## src/rtl/uart_pkg.sv

```systemverilog
// Shared types and helpers for the UART transmit path.
// Holds the serializer FSM encoding, idle line level and bit-period helper.
package uart_pkg;

   typedef enum logic [1:0] {
      IDLE  = 2'd0,
      START = 2'd1,
      DATA  = 2'd2,
      STOP  = 2'd3
   } uart_tx_state_e;

   localparam logic IDLE_LEVEL = 1'b1;

   // Integer-truncated number of clock cycles per serial bit.
   function automatic int unsigned calc_clks_per_bit(input int unsigned clk_freq,
                                                     input int unsigned baud_rate);
      return clk_freq / baud_rate;
   endfunction

endpackage

```

## src/rtl/uart_bit_timer.sv

```systemverilog
// Bit-period timer: counts 0..CLKS_PER_BIT-1 and flags the final cycle of each bit.
// restart_i forces the count back to zero so a new bit starts on the following cycle.
module uart_bit_timer #(
   parameter int unsigned CLKS_PER_BIT = 10
) (
   input  logic clk_i,
   input  logic rst_ni,
   input  logic restart_i,
   output logic bit_end_o
);

   localparam int unsigned CNT_W = (CLKS_PER_BIT > 1) ? $clog2(CLKS_PER_BIT) : 1;
   localparam logic [CNT_W-1:0] LAST_CNT = CNT_W'(CLKS_PER_BIT - 1);

   logic [CNT_W-1:0] cnt_r;

   assign bit_end_o = (cnt_r == LAST_CNT);

   // Cycle counter: wraps on bit end, cleared on restart or reset.
   always_ff @(posedge clk_i) begin
      if (!rst_ni) begin
         cnt_r <= '0;
      end else if (restart_i || bit_end_o) begin
         cnt_r <= '0;
      end else begin
         cnt_r <= cnt_r + CNT_W'(1);
      end
   end

endmodule

```

## src/rtl/uart_tx_serializer.sv

```systemverilog
// 8N1 UART transmitter fed by a show-ahead FIFO; pops one byte per frame and
// sends frames back-to-back while the FIFO holds data.
module uart_tx_serializer
   import uart_pkg::*;
#(
   parameter int unsigned CLK_FREQ   = 50_000_000,
   parameter int unsigned BAUD_RATE  = 115_200,
   parameter int unsigned DATA_WIDTH = 8
) (
   input  logic                  clk_i,
   input  logic                  rst_ni,
   input  logic [DATA_WIDTH-1:0] fifo_rdata_i,
   input  logic                  fifo_empty_i,
   output logic                  fifo_re_o,
   output logic                  tx_o,
   output logic                  busy_o
);

   localparam int unsigned CLKS_PER_BIT = calc_clks_per_bit(CLK_FREQ, BAUD_RATE);
   localparam int unsigned IDX_W        = (DATA_WIDTH > 1) ? $clog2(DATA_WIDTH) : 1;
   localparam logic [IDX_W-1:0] LAST_IDX = IDX_W'(DATA_WIDTH - 1);

   if (CLKS_PER_BIT < 2) begin : g_bad_baud
      $error("uart_tx_serializer: CLK_FREQ/BAUD_RATE must be at least 2");
   end
   if (DATA_WIDTH < 2) begin : g_bad_width
      $error("uart_tx_serializer: DATA_WIDTH must be at least 2");
   end

   uart_tx_state_e        state_r;
   logic [DATA_WIDTH-1:0] shift_r;
   logic [IDX_W-1:0]      bit_idx_r;
   logic                  tx_r;
   logic                  busy_r;
   logic                  bit_end;
   logic                  pop;
   logic                  timer_restart;

   // A pop can only happen from IDLE or on the last STOP cycle, so frames chain with no gap.
   assign pop = rst_ni & ~fifo_empty_i &
                ((state_r == IDLE) | ((state_r == STOP) & bit_end));
   assign timer_restart = pop | (state_r == IDLE);

   assign fifo_re_o = pop;
   assign tx_o      = tx_r;
   assign busy_o    = busy_r;

   uart_bit_timer #(
      .CLKS_PER_BIT (CLKS_PER_BIT)
   ) u_bit_timer (
      .clk_i     (clk_i),
      .rst_ni    (rst_ni),
      .restart_i (timer_restart),
      .bit_end_o (bit_end)
   );

   // Frame FSM; tx and busy are loaded with the level of the state being entered.
   always_ff @(posedge clk_i) begin
      if (!rst_ni) begin
         state_r   <= IDLE;
         shift_r   <= '0;
         bit_idx_r <= '0;
         tx_r      <= IDLE_LEVEL;
         busy_r    <= 1'b0;
      end else begin
         case (state_r)
            IDLE: begin
               if (pop) begin
                  shift_r <= fifo_rdata_i;
                  state_r <= START;
                  tx_r    <= 1'b0;
                  busy_r  <= 1'b1;
               end else begin
                  tx_r    <= IDLE_LEVEL;
                  busy_r  <= 1'b0;
               end
            end
            START: begin
               if (bit_end) begin
                  state_r   <= DATA;
                  bit_idx_r <= '0;
                  tx_r      <= shift_r[0];
               end
            end
            DATA: begin
               if (bit_end) begin
                  shift_r <= shift_r >> 1;
                  if (bit_idx_r == LAST_IDX) begin
                     state_r <= STOP;
                     tx_r    <= 1'b1;
                  end else begin
                     bit_idx_r <= bit_idx_r + IDX_W'(1);
                     tx_r      <= shift_r[1];
                  end
               end
            end
            STOP: begin
               if (bit_end) begin
                  if (pop) begin
                     shift_r <= fifo_rdata_i;
                     state_r <= START;
                     tx_r    <= 1'b0;
                  end else begin
                     state_r <= IDLE;
                     tx_r    <= IDLE_LEVEL;
                     busy_r  <= 1'b0;
                  end
               end
            end
            default: begin
               state_r <= IDLE;
               tx_r    <= IDLE_LEVEL;
               busy_r  <= 1'b0;
            end
         endcase
      end
   end

endmodule
```

## config.mk

```make
export PLATFORM = sky130hd
export DESIGN_NAME = uart_tx_serializer
export DESIGN_NICKNAME = d
export VERILOG_FILES = /design/src/rtl/uart_pkg.sv /design/src/rtl/uart_bit_timer.sv /design/src/rtl/uart_tx_serializer.sv
export SDC_FILE = /design/constraint.sdc
export NUM_CORES = 1
export LEC_CHECK = 0
export CAP_MARGIN = 5
export CELL_PAD_IN_SITES_DETAIL_PLACEMENT = 1
export CELL_PAD_IN_SITES_GLOBAL_PLACEMENT = 2
export CORE_MARGIN = 5
export CORE_UTILIZATION = 31
export DETAILED_ROUTE_END_ITERATION = 12
export GPL_TIMING_DRIVEN = 0
export PLACE_DENSITY = 0.71
export SKIP_CTS_REPAIR_TIMING = 1
export SYNTH_ARGS = -nofsm -noshare
export SYNTH_HDL_FRONTEND = slang
export SYNTH_SLANG_ARGS = --single-unit
export TNS_END_PERCENT = 20
```

## constraint.sdc

```tcl
create_clock -name clk_i -period 1.8 [get_ports clk_i]
set_input_delay 0.36 -clock clk_i [delete_from_list [all_inputs] [get_ports clk_i]]
set_output_delay 0.36 -clock clk_i [all_outputs]
set_load 0.02 [all_outputs]
```

# After elaboration in Yosys (flattened, before gate mapping)
# Index checks and enable logic that the tools add are counted.
dict set report word_totals {
  ff_bits 24
  inputBits 11
  out_inout_bits 3
  elab_cells 63
}
dict set report classes {
  addsub 2
  n_eq_ne 12
  mux 25
  n_bitwise 7
  reduce_logical 11
}
# op count
set ops {}
lappend ops {{8-bit two-way mux} 3}
lappend ops {{8-bit one-hot mux with 3 select lines} 1}
lappend ops {{2-bit inequality test (second input constant)} 7}
lappend ops {{2-bit two-way mux} 5}
lappend ops {{9-bit by 1-bit adder with 9-bit output (second input constant)} 1}
lappend ops {{9-bit == test (second input constant)} 1}
lappend ops {{1-bit two-way mux} 9}
lappend ops {{3-bit two-way mux} 3}
lappend ops {{3-bit AND reduction} 3}
lappend ops {{2-bit one-hot mux with 4 select lines} 1}
lappend ops {{3-bit one-hot mux with 2 select lines} 1}
lappend ops {{5-bit AND reduction} 1}
lappend ops {{2-bit == test (second input constant)} 2}
lappend ops {{1-bit one-hot mux with 4 select lines} 1}
lappend ops {{4-bit AND reduction} 1}
lappend ops {{2-bit nonzero test} 2}
lappend ops {{3-bit by 1-bit adder with 3-bit output (second input constant)} 1}
lappend ops {{1-bit bitwise AND} 3}
lappend ops {{3-bit == test (second input constant)} 1}
lappend ops {{3-bit nonzero test} 1}
lappend ops {{2-bit by 1-bit == test with 1-bit output (second input constant)} 1}
lappend ops {{2-bit zero test} 1}
lappend ops {{1-bit NOT} 2}
lappend ops {{1-bit OR} 2}
lappend ops {{3 further kinds} 3}

# Longest topological paths before layout
dict set report logic_depth {
  word_depth 7
  ltp_mapped 7
  mapped_depth_nobuf 6
}

# Cells and area by module
# Synthesis repeated with hierarchy kept, for this count alone.
dict set report hier_totals {
  cells_unflattened 151
  area_unflattened_um2 1386.3
}
# mod n_inst cells_each area_per_inst_um2 seq_area_each_um2
set by_module_without_submodules {}
lappend by_module_without_submodules {uart_tx_serializer 1 102 937.1 300.3}
lappend by_module_without_submodules {uart_bit_timer 1 49 449.2 180.2}

# Worst setup path before layout
# OpenSTA, ideal clock, no wires.
dict set report synth_timing {
  path_kind {register -> register}
  startpoint {register state_r[0]}
  endpoint {register shift_r[0]}
  setup_ns 0.122
  arrival_time_ns 1.608
  required_ns 1.678
  setup_slack_ns 0.070
  stages_incl_launch_ff 8
  n_path_buf 1
  period_less_slack_ns 1.730
  path_cell_list {dfxtp_1 inv_1 ha_1 inv_1 a2111oi_4 buf_6 o21ai_1 o311a_1}
}
dict set report synth_via {
  elab_chain_len 7
  elab_cells_between_ends 13
  cone_classes {4 x eq/ne; 3 x mux; 3 x bitwise; 3 x reduce/logical}
}
# item line
set synth_lines {}
lappend synth_lines {{start, declared} uart_tx_serializer.sv:30} ;# uart_tx_state_e state_r;
lappend synth_lines {{start signal, assigned} uart_tx_serializer.sv:60} ;# state_r <= IDLE;
lappend synth_lines {{start signal, assigned} uart_tx_serializer.sv:70} ;# state_r <= START;
lappend synth_lines {{start signal, assigned} uart_tx_serializer.sv:80} ;# state_r <= DATA;
lappend synth_lines {{2-bit == test} {uart_tx_serializer.sv:41, uart_tx_serializer.sv:66}}
lappend synth_lines {{1-bit bitwise AND} uart_tx_serializer.sv:41} ;# ((state_r == IDLE) | ((state_r == STOP) & bit_end));
lappend synth_lines {{1-bit OR} uart_tx_serializer.sv:41}
lappend synth_lines {{1-bit bitwise AND} uart_tx_serializer.sv:40} ;# assign pop = rst_ni & ~fifo_empty_i &
lappend synth_lines {{8-bit two-way mux (2 in series)} --}
lappend synth_lines {{8-bit one-hot mux with 3 select lines} uart_tx_serializer.sv:66} ;# case (state_r)
lappend synth_lines {{end signal, assigned} uart_tx_serializer.sv:69} ;# shift_r <= fifo_rdata_i;
lappend synth_lines {{end signal, assigned} uart_tx_serializer.sv:87} ;# shift_r <= shift_r >> 1;
lappend synth_lines {{end signal, assigned} uart_tx_serializer.sv:100} ;# shift_r <= fifo_rdata_i;
lappend synth_lines {{end, declared} uart_tx_serializer.sv:31} ;# logic [DATA_WIDTH-1:0] shift_r;
# Parallel ways exist; a longest one is shown, timed or not. The select of a mux whose other input is x is not followed.
# A chain may end at the register's enable or synchronous reset.

# Worst setup path in the final report
dict set report layout_timing {
  startpoint {register u_bit_timer.cnt_r[1]}
  endpoint {output fifo_re_o}
}
dict set report layout_via {
  elab_chain_len 4
}
# item line
set layout_lines {}
lappend layout_lines {{start, declared} uart_bit_timer.sv:15} ;# logic [CNT_W-1:0] cnt_r;
lappend layout_lines {{start signal, assigned} uart_bit_timer.sv:26} ;# cnt_r <= cnt_r + CNT_W'(1);
lappend layout_lines {{9-bit == test} uart_bit_timer.sv:17} ;# assign bit_end_o = (cnt_r == LAST_CNT);
lappend layout_lines {{1-bit bitwise AND} uart_tx_serializer.sv:41}
lappend layout_lines {{1-bit OR} uart_tx_serializer.sv:41}
lappend layout_lines {{1-bit bitwise AND} uart_tx_serializer.sv:40}
lappend layout_lines {{end, declared} uart_tx_serializer.sv:14} ;# output logic fifo_re_o,
# Every way passes these cells.

==> metrics.md <==
| Metric | Value |
|---|---|
| Root Driver | clkbuf_8 |
| Critical path peak fanout | 2 |
| Final setup fails | 1 |
| Slew Limit Fails | 0 |
| Initial DRC count | 32 |
| Initial antenna violation count | 0 |
| Syn. warnings | 0 |
| Post-synthesis cell count | 140 |
| Top cells by area, synth | dfxtp_1, ha_1, mux2i_1, o311a_1, nor2_1 |
| Startpoint Class | flip-flop |
| Clk pwr share | about a fifth |
| Min-Delay Path Class | in2reg |
| Fmax | about 0.54 GHz |
| Die X | 75.8 µm |
| Core ar. | about 0.0043 mm² |
| Max incr delay on CP | about 0.34 ns |
| Max Cap Viol | 0 |
| DIE AREA | between 0.005 and 0.006 mm² |
| Final worst-path cycle share | 103% |
| Comb power frac | approximately two fifths |
| Setup CP Type | reg2out |
| Post-synthesis async set-or-reset flop share | 0% |
| Status | finished, violations left |
| Final nets | 190 |
| Worst path slowest cell | dfxtp_2 |
| Clk_lat worst skew | between 0.2 and 0.3 ns |
| Hpwl dp | 2400 µm |
| WP data required | approximately 1.4 ns |
| First-pass GRT wire length | 5330 µm |
| CTS tree | yes |
| # IOs | 14 |
| Switching part of the total | 34.5% |
| Row cnt | 24 |
| Leakage | about 0.68 nW |
| Initial Util | a little under a third |
| Routed wire length | between 3000 and 4000 µm |
| Final min period | approximately 1.8 ns |
| Share of power burned in registers | roughly two fifths |
| Yosys top cell area share | between 30% and 40% |
| P_sw | about 600 µW |
| Worst VDD drop | ~0.00049 V |
| Reg clk slew, reported paths | 0.09 ns |
| Gpl congestion | between 0.7 and 0.8 |
| Remaining antenna violation count | 0 |
| CP Cell Sequence | inv_2, ha_4, and4b_1, a31oi_2, nor2_1, buf_4 |
| Max-slew headroom | between 70% and 80% |
| Clock buffers created by TritonCTS | 3 |
| Residual DRC | 0 |
| Diode count | 0 |
| DIE HEIGHT | ~76 µm |
| Arr. time, crit path | between 1 and 1.5 ns |
| Hold Fails Final Rpt | 0 |
| Fill count | a little under 500 |
| Ys flop type | dfxtp_1 |
| Sequential fraction of the synthesis area | between 30% and 40% |
| Clock buffer depth | 2 |
| Total power per unit cell area | 1010 mW/mm² |
| Synthesized net count | 160 |
| Post-Place Worst Slack | -0.406 ns |
| Pre-antenna DRT Iters | 2 |
| Synth area leader | dfxtp_1 |
| DR vias | approximately 1,100 |
| Violated checks | negative setup slack |
| Synth Register Bits | 24 |
| P&R area growth vs syn | 31.5% |
| Vias in the first global route | around 1,100 |
| Final worst setup slack | -0.0474 ns |
| Worst-Margin Slew | about 0.32 ns |
| P_int | roughly 1.2 mW |
| RSZ-0062 raised after global routing | true |
| Share of layout cells above drive strength 1 | between 20% and 30% |
| Via density | 5.10 |
| Clock sink count | 24 |
| Finished Core Util | 41.1% |
| Synth cell types | 39 |
| GRT overflow | 0 |
| Number of synthesized flops with an enable pin | 0 |
| Mapped Avg Cell Area | around 9.6 µm² |
| Wirelength per Cell | 14.8 µm |
| CP endpoint kind | output pin |
| Htree depth | 1 |
| Clk_skew | between 0.002 and 0.0025 ns |
| Pin count of the biggest net entering global routing | 14 |
| Synthesized area | between 0.001 and 0.0015 mm² |
| Count leader, synth | dfxtp_1 |
| GRT Resource Usage Total | 12.0% |
| Buffers on Ports | 13 |
| Post-synth top cells | dfxtp_1, nor2_1, ha_1 |
-- stage by stage --
step           setup TNS (ns)  cell area, µm²  std cells  power, mW  hold slack (ns)
6_report              -0.0474            1770        221       1.79            0.363
5_1_grt                -0.325            1770        221       1.92            0.387
4_1_cts                 -2.62            1590        209       1.67            0.488
3_5_place_dp            -5.77            1540        205       1.29            0.474
3_3_place_gp            -5.23            1540        205       1.27            0.458
2_1_floorplan               0            1340        140       1.11            0.444
-- worst max-delay path: cells and delay by family (launching register included) --
family,cells,cell delay [ns]
DFF,1,0.34
adders and majority gates,1,0.16
and+or+nand+nor,2,0.30
AOI/OAI and AO/OA,1,0.22
buffers and inverters,2,0.20
-- state kept, by name (all words and copies together) (netlist names) --
signal and flops:
tx_o 1, busy_o 1, bit_idx_r 3, shift_r 8
u_bit_timer.cnt_r 9, state_r 2
-- path summary, 6_finish.rpt --
check | startpoint | to | slack, ns | cells after the start
setup reg to reg | u_bit_timer.cnt_r[3] | shift_r[3] | 0.04 | 6
setup / recovery | u_bit_timer.cnt_r[1] | fifo_re_o | -0.05 | 6
hold reg to reg | u_bit_timer.cnt_r[0] | u_bit_timer.cnt_r[0] | 0.46 | 1
hold / removal | fifo_empty_i | busy_o | 0.36 | 2
-- power by group through the flow --
| stage | clock network, mW | registers [mW] | logic, mW |
|---|---|---|---|
| after global routing | 0.412 | 0.717 | 0.788 |
| final | 0.376 | 0.706 | 0.709 |
| after global placement | 0 | 0.688 | 0.581 |
| after detailed placement | 0 | 0.695 | 0.591 |
| after CTS | 0.389 | 0.682 | 0.595 |
| after floorplan | 0 | 0.691 | 0.415 |
-- layout by cell type (no fill, tap or decap), types with 2 or more instances in the layout --
master           count
a21oi_1              5
a31oi_1              2
buf_4               13
buf_6                2
clkbuf_8             4
clkdlybuf4s50_1     11
dfxtp_1             20
dfxtp_2              2
dfxtp_4              2
ha_1                 4
ha_2                 2
ha_4                 3
inv_1                5
inv_2                2
mux2i_1              8
nand2_1              2
nand2b_1             5
nand3_1              5
nor2_1              17
o21ai_0              4
o21ai_1              8
o311a_1              7
or3_1                3
xnor2_1              6
-- cells by family after synthesis --
kind of cell | share of synthesized area, %
compound gates | 19.0
buf+inv | 4.84
simple gates | 21.5
fa+ha+maj | 8.38
mux | 5.96
xor+xnor | 4.56
flops | 35.8
-- layer usage --
metal | vias up | GRT usage (%) | wire length [µm]
met5 | - | 0 | 0
met4 | 0 | 3.50 | 15
met3 | 2 | 2.90 | 86
met2 | 9 | 19.0 | 1600
met1 | 546 | 16.1 | 1560
li1 | 569 | - | -
-- layout make-up --
| class | count | area (µm²) | area share [%] |
|---|---|---|---|
| well taps | 52 | 65.1 | 3.68 |
| inverters | 8 | 32.5 | 1.84 |
| clock buffers | 4 | 55.1 | 3.12 |
| plain buffers | 5 | 42.5 | 2.41 |
| multi-input cells | 103 | 863 | 48.9 |
| flip-flops and latches | 24 | 490 | 27.8 |
| repair buffers | 25 | 218 | 12.3 |
Note: power is estimated with default switching activity, not from simulation.
